==> config.mk <==
export PLATFORM = sky130hd
export DESIGN_NAME = fp_divider_arbiter
export DESIGN_NICKNAME = d
export VERILOG_FILES = /design/src/rtl/fp_divider_arbiter.sv
export SDC_FILE = /design/constraint.sdc
export NUM_CORES = 1
export LEC_CHECK = 0
export BUFFER_PORTS_ARGS = -buffer_cell sky130_fd_sc_hd__buf_2
export CORE_ASPECT_RATIO = 0.7
export CORE_MARGIN = 2
export CORE_UTILIZATION = 26
export DETAILED_ROUTE_END_ITERATION = 7
export HOLD_SLACK_MARGIN = 0.02
export PLACE_DENSITY_LB_ADDON = 0.12
export SLEW_MARGIN = 5
export SYNTH_ARGS = -nofsm -noshare
export SYNTH_HDL_FRONTEND = slang
export SYNTH_SLANG_ARGS = --single-unit
==> constraint.sdc <==
create_clock -name iClock -period 4.6 [get_ports iClock]
set_input_delay 0.46 -clock iClock [delete_from_list [all_inputs] [get_ports iClock]]
set_output_delay 0.46 -clock iClock [all_outputs]
set_load 0.01 [all_outputs]
==> src/rtl/fp_divider_arbiter.sv <==
// Round-robin arbiter sharing one fixed-latency pipelined fp divider between NUM_REQ requesters.
// A tag pipeline tracks the owner of each in-flight quotient; a blocked owner stalls the divider.
module fp_divider_arbiter #(
  parameter int unsigned NUM_REQ       = 2,
  parameter int unsigned DIVIDER_DELAY = 14,
  parameter int unsigned WIDTH         = 32
) (
  input  logic                       iClock,
  input  logic                       iReset,
  input  logic [NUM_REQ-1:0]         iReqValid,
  input  logic [NUM_REQ*WIDTH-1:0]   iReqNum,
  input  logic [NUM_REQ*WIDTH-1:0]   iReqDen,
  output logic [NUM_REQ-1:0]         oReqReady,
  input  logic [NUM_REQ-1:0]         iRespReady,
  output logic [NUM_REQ-1:0]         oRespValid,
  output logic [WIDTH-1:0]           oResult,
  output logic [WIDTH-1:0]           oDivNum,
  output logic [WIDTH-1:0]           oDivDen,
  output logic                       oDivEn,
  input  logic [WIDTH-1:0]           iDivResult,
  output logic [4:0]                 oInFlight,
  output logic                       oIdle
);

  localparam int unsigned IdW         = (NUM_REQ > 2) ? 2 : 1;
  localparam int unsigned Stages      = DIVIDER_DELAY + 1;
  localparam logic [4:0]  MaxInFlight = 5'(Stages);
  localparam logic [WIDTH-1:0] OneF   = WIDTH'(32'h3F80_0000);

  logic [IdW-1:0]    ptr_q, ptr_d;
  logic [4:0]        inflight_q, inflight_d;
  logic [Stages-1:0] tag_valid_q;
  logic [IdW-1:0]    tag_id_q [Stages];

  logic              tail_valid;
  logic [IdW-1:0]    tail_id;
  logic              stall;
  logic              accept;
  logic              deliver;
  logic [IdW-1:0]    grant_id;
  logic [IdW-1:0]    idx;
  logic [WIDTH-1:0]  sel_num, sel_den;

  assign tail_valid = tag_valid_q[Stages-1];
  assign tail_id    = tag_id_q[Stages-1];

  // Reset masks the tail so a discarded operation never presents a response.
  always_comb begin
    oRespValid = '0;
    for (int unsigned k = 0; k < NUM_REQ; k++) begin
      oRespValid[k] = !iReset && tail_valid && (tail_id == IdW'(k));
    end
  end

  assign stall   = |(oRespValid & ~iRespReady);
  assign deliver = |(oRespValid & iRespReady);
  assign oDivEn  = !iReset && !stall;
  assign oResult = iDivResult;

  // Round-robin search starting at the registered pointer.
  always_comb begin
    oReqReady = '0;
    accept    = 1'b0;
    grant_id  = '0;
    idx       = '0;
    sel_num   = '0;
    sel_den   = '0;
    if (!iReset && !stall) begin
      for (int unsigned i = 0; i < NUM_REQ; i++) begin
        idx = IdW'((32'(ptr_q) + i) % NUM_REQ);
        if (!accept && iReqValid[idx]) begin
          accept         = 1'b1;
          grant_id       = idx;
          oReqReady[idx] = 1'b1;
          sel_num        = iReqNum[idx*WIDTH +: WIDTH];
          sel_den        = iReqDen[idx*WIDTH +: WIDTH];
        end
      end
    end
  end

  always_comb begin
    ptr_d = ptr_q;
    if (accept) begin
      ptr_d = (32'(grant_id) == NUM_REQ - 1) ? '0 : grant_id + 1'b1;
    end
  end

  always_comb begin
    inflight_d = inflight_q;
    if (accept && !deliver && inflight_q < MaxInFlight) begin
      inflight_d = inflight_q + 5'd1;
    end else if (deliver && !accept && inflight_q != '0) begin
      inflight_d = inflight_q - 5'd1;
    end
  end

  assign oInFlight = inflight_q;
  assign oIdle     = (inflight_q == '0) && !(|iReqValid);

  always_ff @(posedge iClock) begin
    if (iReset) begin
      ptr_q       <= '0;
      inflight_q  <= '0;
      tag_valid_q <= '0;
      oDivNum     <= '0;
      oDivDen     <= OneF;
      for (int unsigned s = 0; s < Stages; s++) begin
        tag_id_q[s] <= '0;
      end
    end else begin
      ptr_q      <= ptr_d;
      inflight_q <= inflight_d;
      if (accept) begin
        oDivNum <= sel_num;
        oDivDen <= sel_den;
      end
      // Tags move in lockstep with the divider's clock enable.
      if (!stall) begin
        tag_valid_q <= {tag_valid_q[Stages-2:0], accept};
        tag_id_q[0] <= grant_id;
        for (int unsigned s = 1; s < Stages; s++) begin
          tag_id_q[s] <= tag_id_q[s-1];
        end
      end
    end
  end

endmodule
* Word-level counts from Yosys, hierarchy flattened *
Memory sizes are Yosys's and may differ from the RTL's.
Index checks and enable logic that the tools add are counted.
Widths: inputs -> output; s select.

storage, ports and cells
  input port bits = 166
  register bits = 85
  memory bits (writable) = 15
  memories = 1
  output and inout port bits = 107
  word-level logic and storage cells = 111

operators by class
  bitwise operators = 20
  shift operators = 4
  muxes and demuxes = 48
  add/sub/neg operators = 4
  $lt $le $gt $ge = 5
  reduce and logical (&&, ||, !) cells = 24

memory list
  name      words  width  rd ports  clocked after memory_dff  wr ports  RTL line  text
  tag_id_q  15     1      15        0                         15        33        logic [IdW-1:0] tag_id_q [Stages];

operators with widths
  kind                 number
  $shiftx 64x7->32     4
  $mux 32              6
  $mux 1               34
  $or 1x1->1           15
  $logic_and 1x1->1    12
  $mux 5               2
  $mux 2               4
  $logic_not 1->1      6
  $reduce_or 2->1      3
  $add 5x1->5 const B  1
  $logic_not 5->1      1
  $lt 5x4->1 const B   1
  $reduce_bool 5->1    1
  $sub 5x1->5 const B  1
  $and 2x2->2          2
  $lt 1x2->1 const B   2
  $add 1x1->1 const B  2
  $demux 1 s1          2
  $ge 1x1->1 const B   2
  $not 2->2            1
  $or 2x2->2           1
  $reduce_bool 2->1    1
  $not 1->1            1

* Logic depth before layout (Yosys ltp) *
  depth in word-level cells = 17
  depth in mapped cells = 10
  depth with buffers taken out = 8

* Least setup slack after synthesis *
OpenSTA, ideal clock, no wires.

  path kind = input port to flip-flop
  from = in iReqValid[0]
  to = reg inflight_q[4], in the netlist oInFlight[4]
  arrival = 2.125 ns
  setup slack = 2.403 ns
  stages on the path = 8
  cell sequence = or2_2 and3_1 buf_2 inv_1 ha_1 a21o_1 a221oi_2 mux2i_1

between the ends
  cells in the longest elaborated chain, start to end = 12
  elaborated cells between the ends (all ways) = 17
  classes of those cells = mux (9); reduce/logical (8)

ends and longest elaborated chain
  what                                       RTL line  text
  start: declaration                         10        input logic [NUM_REQ-1:0] iReqValid,
  $mux 1 (not written as such) (2 in a row)  71        if (!accept && iReqValid[idx]) begin
  $mux 1                                     71
  $mux 1                                     68        if (!iReset && !stall) begin
  $logic_not 1->1                            71
  $logic_and 1x1->1                          71
  $mux 1 (*)                                 71
  $mux 1 (*)                                 68
  $logic_not 1->1                            93        end else if (deliver && !accept && inflight_q != '0) begin
  $logic_and 1x1->1 (2 in a row)             93
  $reduce_bool 2->1 (no line)                n/a
  end signal: assignment                     113       inflight_q <= inflight_d;
  end: declaration                           31        logic [4:0] inflight_q, inflight_d;

Mark *: on every way between the ends. The rest lies on a longest branch, timed or not. The select of a mux whose other input is x is not followed.
A chain may end at the register's enable or synchronous reset.

* Worst setup path in the final report *
  from = in iReset
  to = out oReqReady[0]

between the ends
  cells in the longest elaborated chain, start to end = 8
  elaborated cells between the ends (all ways) = 9
  classes of those cells = mux (1); bitwise (1); reduce/logical (7)

ends and longest elaborated chain
  what                            RTL line  text
  start: declaration              9         input logic iReset,
  $logic_not 1->1 (*)             51, 68
  $logic_and 1x1->1 (2 in a row)  51        oRespValid[k] = !iReset && tail_valid && (tail_id == IdW'(k));
  $and 2x2->2                     55        assign stall = |(oRespValid & ~iRespReady);
  $reduce_or 2->1                 55
  $logic_not 1->1                 n/a
  $logic_and 1x1->1 (*)           68
  $mux 2 (*)                      68
  end: declaration                13        output logic [NUM_REQ-1:0] oReqReady,

Mark *: on every way between the ends. The rest lies on a longest branch, timed or not.

==> flow_metrics.tcl <==
set metrics [dict create \
    ios 273 \
    holdBufCountCts 0 \
    dr.first_iter.drc_count 151 \
    yosys_most_used_dff "dfxtp_1" \
    cp_top_family "buffers and inverters" \
    cts_root_buffer "clkbuf_16" \
    clk_pin_slew_ps 70 \
    powerDensity_nw_per_um2 384.6 \
    grtUsageMet1_pct 16.94 \
    grt_pass1_wl_um 18660 \
    synth.cell_area_um2 4436 \
    portBuffers 208 \
    worstSkewPairLatency_ps 340 \
    grt_max_degree 95 \
    gp_congestion 0.7430 \
    period_share_pct 58.56 \
    path_cells "buf_2, buf_4, a21oi_2, buf_4, and2_1, buf_2" \
    slowest_delay_ps 610 \
    final_cell_mix "208 x buf_2, 85 x dfxtp_1, 64 x a22oi_1" \
    cp.arrival_ps 2230 \
    numClockSinks 100 \
    final_util_pct 34.65 \
    dieArea_um2 18140 \
    path_buf_inv 4 \
    fmax_mhz 371.2 \
    setup_ws_ps 1906 \
    cts_buffer_depth 2 \
    cap_violations 0 \
    synthTopCellsByArea "dfxtp_1 38%, a22oi_1 11%, edfxtp_1 10%, a211oi_1 8.0%, buf_4 6.3%" \
    crit_type "in2out" \
    grt_util_all_layers_pct 12.88 \
    synth_nets 620 \
    hold_violations 0 \
    finalWirelength_um 12030 \
    post_synth.cell_area_avg_um2 9.857 \
    slew_violations 0 \
    cts_made_buffers 9 \
    core-area_um2 16490 \
    crit_fanout 52 \
    rows 39 \
    synth_top_area_cell "dfxtp_1" \
    drc_errors 0 \
    setup_violations 0 \
    syn2layout_area_growth_pct 28.83 \
    worst_slew_pin_slew_ps 1101 \
    die_x_um 160.1 \
    fin_setup_tns_ps 0 \
    pre_cts_slack_ps 1889 \
    synth.distinct_cells 36 \
    netlist.area_leader.share_pct 38.36 \
    finClkSkew_ps 5.901 \
    wl_per_cell_um 14.45 \
    grt.busiest_layer "met2" \
    fin_hold_ws_ps 411.4 \
    viasPerCell 4.656 \
    grt_pass1_vias 3643 \
    critPathSlowestCell "buf_4" \
    drt_pre_antenna_iters 4 \
    synth_edf_count 15 \
    rsz0062_at_grt "false" \
    dpl.hpwl_um 8728 \
    max_slew_margin_pct 26.43 \
    die_h_um 113.3 \
    use_met3_pct 4.362 \
    grt_util_met2_pct 19.57 \
    yosysSeqAreaShare_pct 48.52 \
    start_util_pct 26.89 \
    syn_inst 450 \
    min_period_ps 2694 \
    ys_ff_latch 100 \
    vias 3874 \
    yosys_warnings 0 \
    nNetsFinal 771 \
    cp-end-kind "output port" \
    peakVddDrop_mv 0.1610 \
    min_path_type "in2reg" \
    postCtsSetupRepairBufs 0 \
    htreeDepth 3 \
    p_leak_uw 0.002535 \
    mostFrequentLayoutCell "buf_2" \
    worst_setup_path_start_kind "primary input" \
    final_antenna_net_count 0 \
    drive_above_1_share_pct 41.09 \
    status "finished clean" \
    crit_required_ps 4140 \
    cts_tree "done" \
    gr-total-overflow 0 \
    cts_resized 0 \
    synth-async-reset-ratio_pct 0 \
    antenna_found_initial 1 \
]
[cells in the mapped netlist (3+ instances only)]
library cell	instances
a211oi_2	11
edfxtp_1	15
ha_1	3
a22o_1	13
a21o_1	3
a21boi_0	3
dfxtp_1	85
nor3_1	13
buf_1	3
inv_1	4
o21ai_0	3
and2_1	14
nor2b_1	6
buf_2	16
a22oi_1	64
nor2_1	61
a21oi_1	10
a211oi_1	47
clkbuf_1	18
buf_4	37
nand2_1	3
[stage by stage]
stage	std cells	area (µm²)	power [µW]
6_report	832	5714	2198
5_1_grt	831	5712	2319
4_1_cts	831	5712	2237
3_5_place_dp	815	5396	1423
3_3_place_gp	815	5396	1418
2_1_floorplan	450	4436	1278
[state kept, by name, summed over array words and instances (netlist names)]
signal and count:
tag_valid_q 15, oDivNum 32, oDivDen 32, tag_id_q 15, ptr_q 1, oInFlight 5
[path summary, 6_finish.rpt]
path	start	to	slack [ps]	cells after the start
setup reg to reg	ptr_q	oDivDen[12]	2320	5
hold / removal	iReqDen[59]	oDivDen[27]	410	3
setup / recovery	iReset	oReqReady[0]	1910	6
hold reg to reg	tag_valid_q[13]	tag_valid_q[14]	460	2
[cell families after synthesis]
kind of cell	synth area share, %
fa+ha+maj	1.298
flops	48.52
mux	0.5359
compound gates	28.26
simple gates	10.80
buf+inv	10.18
xor+xnor	0.3950
[layer usage]
| layer | wire length [µm] | share of wire [%] |
|---|---|---|
| met5 | 0 | 0 |
| met4 | 244 | 2.0 |
| met3 | 853 | 7.1 |
| met2 | 5271 | 44 |
| met1 | 5656 | 47 |
[where the power goes]
| group | internal (µW) | switching [µW] |
|---|---|---|
| logic | 181 | 228 |
| clock network | 437 | 360 |
| registers | 946 | 45.5 |
| total | 1560 | 634 |
[final cells by class]
| cell class | count | area (µm²) |
|---|---|---|
| antenna | 1 | 2.502 |
| clock buffer | 9 | 225.2 |
| clock inverter | 7 | 90.09 |
| fill | 1755 | 10780 |
| inverter | 4 | 15.01 |
| multi-input combinational | 272 | 1862 |
| sequential | 100 | 2152 |
| tap | 225 | 281.5 |
| timing repair buffer | 214 | 1086 |
[worst register-to-register path: stages (launching register included)]
cell and delay, ps:
dfxtp_1 410, inv_1 90, a21boi_4 860, buf_4 450, a22oi_1 140, a211oi_1 240
Note: power is estimated with default switching activity, not from simulation.
